<file path="src/rtl/useq_fifo_bridge.sv">
// useq_fifo_bridge: host <-> useq I/O glue. Generates a stretched core reset,
// a programmable square-wave tick, and two first-word-fall-through FIFOs
// (host->useq and useq->host) with sticky overflow/underflow flags.
//
// Ports
//   clk, rst                 system clock, synchronous active-high reset
//   useq_rst_n               stretched active-low reset for the useq core
//   tick                     square wave, period 2*TICK_DIV cycles
//   host_wr/host_wdata       push into H2U; host_full = H2U full
//   host_rd/host_rdata       pop U2H head; host_empty = U2H empty
//   useq_read_fifo           pop H2U head (useq_fifo_out); useq_fifo_empty
//   useq_write_fifo          push useq_fifo_in into U2H
//   h2u_level, u2h_level     FIFO occupancy 0..DEPTH
//   err_flags                sticky {u2h_unf, u2h_ovf, h2u_unf, h2u_ovf}
module useq_fifo_bridge #(
  parameter int unsigned DATA_W      = 8,
  parameter int unsigned DEPTH       = 16,
  parameter int unsigned RST_STRETCH = 4,
  parameter int unsigned TICK_DIV    = 1
) (
  input  logic                      clk,
  input  logic                      rst,
  output logic                      useq_rst_n,
  output logic                      tick,
  input  logic                      host_wr,
  input  logic [DATA_W-1:0]         host_wdata,
  output logic                      host_full,
  input  logic                      host_rd,
  output logic [DATA_W-1:0]         host_rdata,
  output logic                      host_empty,
  input  logic                      useq_read_fifo,
  output logic [DATA_W-1:0]         useq_fifo_out,
  output logic                      useq_fifo_empty,
  input  logic                      useq_write_fifo,
  input  logic [DATA_W-1:0]         useq_fifo_in,
  output logic [$clog2(DEPTH):0]    h2u_level,
  output logic [$clog2(DEPTH):0]    u2h_level,
  output logic [3:0]                err_flags
);

  localparam int unsigned PW  = $clog2(DEPTH);
  localparam int unsigned LW  = PW + 1;
  localparam int unsigned SW  = $clog2(RST_STRETCH + 1);
  localparam int unsigned DW  = $clog2(TICK_DIV) + 1;
  localparam int unsigned H2U = 0;
  localparam int unsigned U2H = 1;

  logic [SW-1:0]     stretch_cnt;
  logic [DW-1:0]     tick_div;

  logic [DATA_W-1:0] mem     [2][DEPTH];
  logic [PW-1:0]     wr_ptr  [2];
  logic [PW-1:0]     rd_ptr  [2];
  logic [LW-1:0]     level   [2];
  logic              full_q  [2];
  logic              empty_q [2];
  logic [DATA_W-1:0] head_q  [2];

  logic              wr_c      [2];
  logic              rd_c      [2];
  logic [DATA_W-1:0] wdata_c   [2];
  logic              wr_ok_c   [2];
  logic              rd_ok_c   [2];
  logic [PW-1:0]     rd_nxt_c  [2];
  logic [LW-1:0]     lvl_nxt_c [2];
  logic [DATA_W-1:0] head_nxt_c[2];

  // Reset stretcher: count edges out of reset, saturate once released
  always_ff @(posedge clk) begin
    if (rst) begin
      stretch_cnt <= '0;
      useq_rst_n  <= 1'b0;
    end else if (!useq_rst_n) begin
      stretch_cnt <= stretch_cnt + SW'(1);
      useq_rst_n  <= (stretch_cnt == SW'(RST_STRETCH - 1));
    end
  end

  // Tick divider: toggle tick each time the divider wraps
  always_ff @(posedge clk) begin
    if (rst) begin
      tick_div <= '0;
      tick     <= 1'b0;
    end else if (tick_div == DW'(TICK_DIV - 1)) begin
      tick_div <= '0;
      tick     <= ~tick;
    end else begin
      tick_div <= tick_div + DW'(1);
    end
  end

  // Per-direction accept decisions and next-state values
  always_comb begin
    wr_c[H2U]    = host_wr;
    rd_c[H2U]    = useq_read_fifo;
    wdata_c[H2U] = host_wdata;
    wr_c[U2H]    = useq_write_fifo;
    rd_c[U2H]    = host_rd;
    wdata_c[U2H] = useq_fifo_in;
    for (int d = 0; d < 2; d++) begin
      // full blocks writes even when a read is accepted the same cycle
      wr_ok_c[d]   = wr_c[d] && !full_q[d];
      rd_ok_c[d]   = rd_c[d] && !empty_q[d];
      rd_nxt_c[d]  = rd_ptr[d] + PW'(rd_ok_c[d]);
      lvl_nxt_c[d] = level[d] + LW'(wr_ok_c[d]) - LW'(rd_ok_c[d]);
      // New head is the word being written if it lands on the next read slot
      if (wr_ok_c[d] && (wr_ptr[d] == rd_nxt_c[d])) begin
        head_nxt_c[d] = wdata_c[d];
      end else begin
        head_nxt_c[d] = mem[d][rd_nxt_c[d]];
      end
    end
  end

  // FIFO pointers, occupancy, registered flags and head word
  always_ff @(posedge clk) begin
    if (rst) begin
      for (int d = 0; d < 2; d++) begin
        wr_ptr[d]  <= '0;
        rd_ptr[d]  <= '0;
        level[d]   <= '0;
        full_q[d]  <= 1'b0;
        empty_q[d] <= 1'b1;
        head_q[d]  <= '0;
      end
      err_flags <= '0;
    end else begin
      for (int d = 0; d < 2; d++) begin
        wr_ptr[d]  <= wr_ptr[d] + PW'(wr_ok_c[d]);
        rd_ptr[d]  <= rd_nxt_c[d];
        level[d]   <= lvl_nxt_c[d];
        full_q[d]  <= (lvl_nxt_c[d] == LW'(DEPTH));
        empty_q[d] <= (lvl_nxt_c[d] == '0);
        head_q[d]  <= head_nxt_c[d];
      end
      err_flags <= err_flags | {host_rd         & empty_q[U2H],
                                useq_write_fifo & full_q[U2H],
                                useq_read_fifo  & empty_q[H2U],
                                host_wr         & full_q[H2U]};
    end
  end

  // Storage array, contents not reset
  always_ff @(posedge clk) begin
    for (int d = 0; d < 2; d++) begin
      if (wr_ok_c[d]) mem[d][wr_ptr[d]] <= wdata_c[d];
    end
  end

  assign host_full       = full_q[H2U];
  assign useq_fifo_empty = empty_q[H2U];
  assign useq_fifo_out   = head_q[H2U];
  assign h2u_level       = level[H2U];
  assign host_empty      = empty_q[U2H];
  assign host_rdata      = head_q[U2H];
  assign u2h_level       = level[U2H];

endmodule
</file>
<file path="config.mk">
export PLATFORM = sky130hd
export DESIGN_NAME = useq_fifo_bridge
export DESIGN_NICKNAME = d
export VERILOG_FILES = /design/src/rtl/useq_fifo_bridge.sv
export SDC_FILE = /design/constraint.sdc
export NUM_CORES = 1
export LEC_CHECK = 0
export CAP_MARGIN = 0
export CORE_MARGIN = 3
export CORE_UTILIZATION = 55
export DETAILED_ROUTE_END_ITERATION = 10
export DONT_BUFFER_PORTS = 1
export PLACE_DENSITY = 0.7
export SLEW_MARGIN = 20
export SYNTH_ARGS = -nofsm -noshare
export SYNTH_HDL_FRONTEND = slang
export SYNTH_SLANG_ARGS = --single-unit
</file>
<file path="constraint.sdc">
create_clock -name clk -period 2.8 [get_ports clk]
set_clock_uncertainty 0.15 [all_clocks]
set_input_delay 0.28 -clock clk [delete_from_list [all_inputs] [get_ports clk]]
set_output_delay 0.28 -clock clk [all_outputs]
set_load 0.05 [all_outputs]
</file>
**Word level (Yosys, flattened, before mapping)**

Memories as Yosys holds them, arrays and structs flattened.
Cells that the tools add are included.

- Bits in latches: 0
- Bits in registers: 10
- ROM bits: 0
- Bits in writable memories: 302
- Memories: 7
- Input port bits: 22

- $mul: 0
- Reductions and logical operators: 15
- Equality and inequality tests: 5
- Shift-type cells: 0
- $add $sub $neg: 10
- $lt $le $gt $ge: 6
- Divide/modulo/power cells: 0
- Mux-type cells: 32
- Bitwise operators: 23

Memory list:

| memory | depth | bits a word | rd ports | clocked after memory_dff | wr ports | RTL line | source |
|---|---|---|---|---|---|---|---|
| mem | 2 | 128 | 2 | 0 | 2 | 51 | `logic [DATA_W-1:0] mem [2][DEPTH];` |
| head_q | 2 | 8 | 2 | 0 | 2 | 57 | `logic [DATA_W-1:0] head_q [2];` |
| level | 2 | 5 | 2 | 0 | 2 | 54 | `logic [LW-1:0] level [2];` |
| rd_ptr | 2 | 4 | 2 | 0 | 2 | 53 | `logic [PW-1:0] rd_ptr [2];` |
| wr_ptr | 2 | 4 | 2 | 0 | 2 | 52 | `logic [PW-1:0] wr_ptr [2];` |
| empty_q | 2 | 1 | 2 | 0 | 2 | 56 | `logic empty_q [2];` |
| +1 memories | n/a | n/a | n/a | n/a | n/a | n/a |  |

Operators with widths:

| kind | number |
|---|---|
| 128-bit two-way mux | 2 |
| 8-bit two-way mux | 10 |
| 8-bit binary-select mux with 4-bit select | 2 |
| 8-bit demux with 4-bit select | 2 |
| 5-bit greater-or-equal comparator (second input constant) | 4 |
| 4-bit inverter with 5-bit output | 4 |
| 4-bit by 1-bit adder with 4-bit output | 4 |
| 4-bit two-way mux | 4 |
| 1-bit bitwise OR | 12 |
| 5-bit by 1-bit adder with 5-bit output | 2 |
| 5-bit == test (second input constant) | 2 |
| 5-bit zero test | 2 |
| 5-bit by 1-bit less-than comparator with 1-bit output (second input constant) | 2 |
| 1-bit two-way mux | 10 |
| 5-bit two-way mux | 2 |
| 5-bit by 1-bit subtractor with 5-bit output | 2 |
| 4-bit == test | 2 |
| 1-bit logical AND | 8 |
| 1-bit bitwise AND | 4 |
| 1-bit zero test | 4 |
| 4-bit bitwise OR | 1 |
| 3-bit by 1-bit adder with 3-bit output (second input constant) | 1 |
| 3-bit by 2-bit == test with 1-bit output (second input constant) | 1 |
| 1-bit inverter | 2 |
| other kinds (2) | 2 |

**Longest topological paths before layout**

- Depth in word-level cells: 9
- Mapped depth: 11

**Worst setup path before layout**

OpenSTA, ideal clock, no wires.

- Path kind: register to register
- From: memory empty_q[0][0]
- To: memory head_q[0][2]
- Slack: 0.015 ns
- Buffers on the path: 3
- Stages on the path, launching flop included: 11
- Arrival: 2.515 ns
- Library setup time: 0.120 ns
- Clock period less this slack: 2.785 ns
- Cells stage by stage: dfxtp_1 nor2b_2 buf_6 and2_2 ha_1 buf_4 buf_4 mux4_2 mux2i_1 mux2i_1 o2bb2ai_1

RTL lines:

| element | RTL line |
|---|---|
| from (decl) | 56 |
| to (decl) | 57 |

==> results by group <==
Placed design
  – Routability cong.: roughly 0.75
  – DP HPWL: 15300 um
  – Dpl cell area: about 0.013 mm2
  – Buffers added on ports: 0

Timing
  – Final hold vios: 0
  – Fmax: around 400 MHz
  – Final setup TNS: 0 ps
  – Crit share post-route: ~90%
  – Slew @ Worst Pin: 925 ps
  – Final setup viols: 0
  – Worst Hold Margin: 127 ps
  – Period minus WS final: 2510 ps
  – Fin. max-slew vios: 0
  – Rel. slew slack: 38.3%
  – RSZ-0062 raised after global routing: false

Logic synthesis
  – EDFF count, synth: 256
  – Yosys warning count: 0
  – Syn Nets: 705
  – Register area share after synthesis: 70.3%
  – Post-Syn Instances: 665
  – Post-synth ARST share: 0%
  – Synth Flop Type: edfxtp_1
  – Post-Syn Area: 0.0125 mm2
  – Yosys cell types: 37
  – Synthesized area per cell: approximately 19 um2
  – #FFs+latches synth: 312

Route
  – Starting DRC count in detailed routing: approximately 420
  – Routed vias/inst: between 5 and 6
  – Met1 wire length: 10300 um
  – DRT Pass-1 Iters: 5
  – ANT nets after route: 0
  – Met2 wire length: 11500 um
  – Uppermost layer routed: met4
  – Via Count: 6097
  – Wire length per cell: 22.7 um
  – WL met3: 1570 um
  – Routed WL: 23700 um
  – DRC: 0

Die
  – Die height: 157 um
  – Die Footprint: 0.0246 mm2
  – Number of cell rows: 54
  – Die width: ~160 um
  – Core ar.: 0.0221 mm2
  – Ports: 57
  – Starting Density: 56.7%

Pwr
  – Maximum VDD drop: 0.882 mV
  – Leakage Power: 5.01 nW
  – Pwr per Cell Area: 870 mW/mm2

CTS
  – Hold_buf cts: 23
  – Post-CTS Setup Repair Bufs: 0
  – CTS H-Tree Depth: 1
  – CTS tree: built
  – Post-cts sizing count: 0
  – TritonCTS buffer count: 31
  – Clock sinks: 312
  – Clk buf depth: 3
  – Root Driver: clkbuf_16
  – Worst skew pair latency: 550 ps
  – Clock transition at path regs: 60 ps

Run
  – Max Cap Viol: 0

Critical path
  – Critical Path Start Type: flip-flop
  – Crit path DAT: 2790 ps
  – Kind of critical path: flip-flop to flip-flop
  – Critical Path RT: 3080 ps
  – Worst-path maximum fanout: 12
  – CP endpoint kind: flip-flop

GRT
  – Largest net degree at the start of global routing: 57
  – First-pass GRT wire length: 37400 um
  – Total track usage: between 10% and 20%
  – Remaining Overflow, GRT: 0
  – Initial antenna violation count: 0
  – Number of global-route vias before repair: 6619

Run status
  – Status: complete, no violations

Layout
  – Final core utilization: 65.3%
  – Most common cell after layout, fill and taps aside: edfxtp_1
  – Fraction of layout cells with a size suffix above 1: 23.7%
  – Most frequent cells in the layout: 256 x edfxtp_1, 64 x mux4_2, 56 x dfxtp_1
  – Nets: 780
  – Area growth syn-to-layout: 15.0%
  – Antenna cells: 0
  – Cell area after layout: 0.0144 mm2

Worst hold path
  – HP Class: primary input to flip-flop
## state kept, by name, summed over array words and instances, names as in the netlist, 3 cells and up
signal	flops
rd_ptr	8
wr_ptr	8
err_flags	4
head_q	16
mem	256
stretch_cnt	3
level	10
## where the power goes
group          switching [W]  internal [W]  leakage [nW]
Sequential          0.000627       0.00537          2.77
Combinational        0.00132       0.00112          1.72
Clock                0.00166       0.00244         0.516
## per-stage QoR
step / instances / setup slack, ps / total power (W)
detailed placement: 964 / 281 / 0.00846
global route: 1045 / 138 / 0.0131
floorplan: 665 / 15.1 / 0.00786
global placement: 964 / 294 / 0.00836
finish: 1045 / 287 / 0.0125
CTS: 1045 / 248 / 0.0127
## final timing paths
kind / startpoint / to / slack (ps) / depth (start not counted)
min: useq_write_fifo / wr_ptr[0][4]$_SDFF_PP0_ / 130 / 4
min reg2reg: tick_div$_SDFF_PP0_ / tick$_SDFFE_PP0N_ / 340 / 2
max reg2reg: rd_ptr[0][4]$_SDFF_PP0_ / head_q[0][15]$_SDFF_PP0_ / 290 / 7
max: rd_ptr[0][4]$_SDFF_PP0_ / head_q[0][15]$_SDFF_PP0_ / 290 / 7
## cell type report
class                   count  area (um2)
inverters                   9        33.8
clock buffers              45         911
fillers                  1458        7670
repair buffers             71         671
well taps                 280         350
multi-input cells         315        3520
flip-flops and latches    312        8810
clock inverters            13         123
## synth_stat cells, types with 4 or more instances
cell	count	area, um2
nor2_1	46	173
nand3b_1	4	30.0
buf_4	13	97.6
nand2_1	4	15.0
dfxtp_1	56	1120
a21o_1	5	37.5
inv_1	9	33.8
nand3_1	4	20.0
xnor2_4	4	110
xor2_1	8	70.1
buf_6	5	56.3
and4_4	4	45.0
a21oi_1	8	40.0
xnor3_1	4	90.1
nor2b_1	18	113
o2bb2ai_1	16	140
clkbuf_1	9	33.8
xnor2_1	12	105
ha_1	16	200
nand2b_1	23	144
edfxtp_1	256	7690
nor3_1	8	40.0
mux4_2	64	1440
mux2i_1	49	490
## routing by layer
metal,vias to the layer above,global-route usage [%]
met1,3134,29.7
met2,192,31.7
met4,0,4.04
li1,2745,-
met5,-,0
met3,26,3.35
## cell families after synthesis
group,synth area share [%]
mux,15.4
fa+ha+maj,1.92
simple gates,5.24
xor+xnor,3.25
buf+inv,1.85
compound gates,2.04
other cells,0.0299
flops,70.3
## worst max-delay path, stage by stage (launching register included)
cell and delay (ps):
dfxtp_1 390, and2_1 180, ha_2 370, buf_4 280, mux4_2 540, mux2i_1 190, mux2i_1 120, o2bb2ai_1 150
Power figures use the tool's default switching activity.
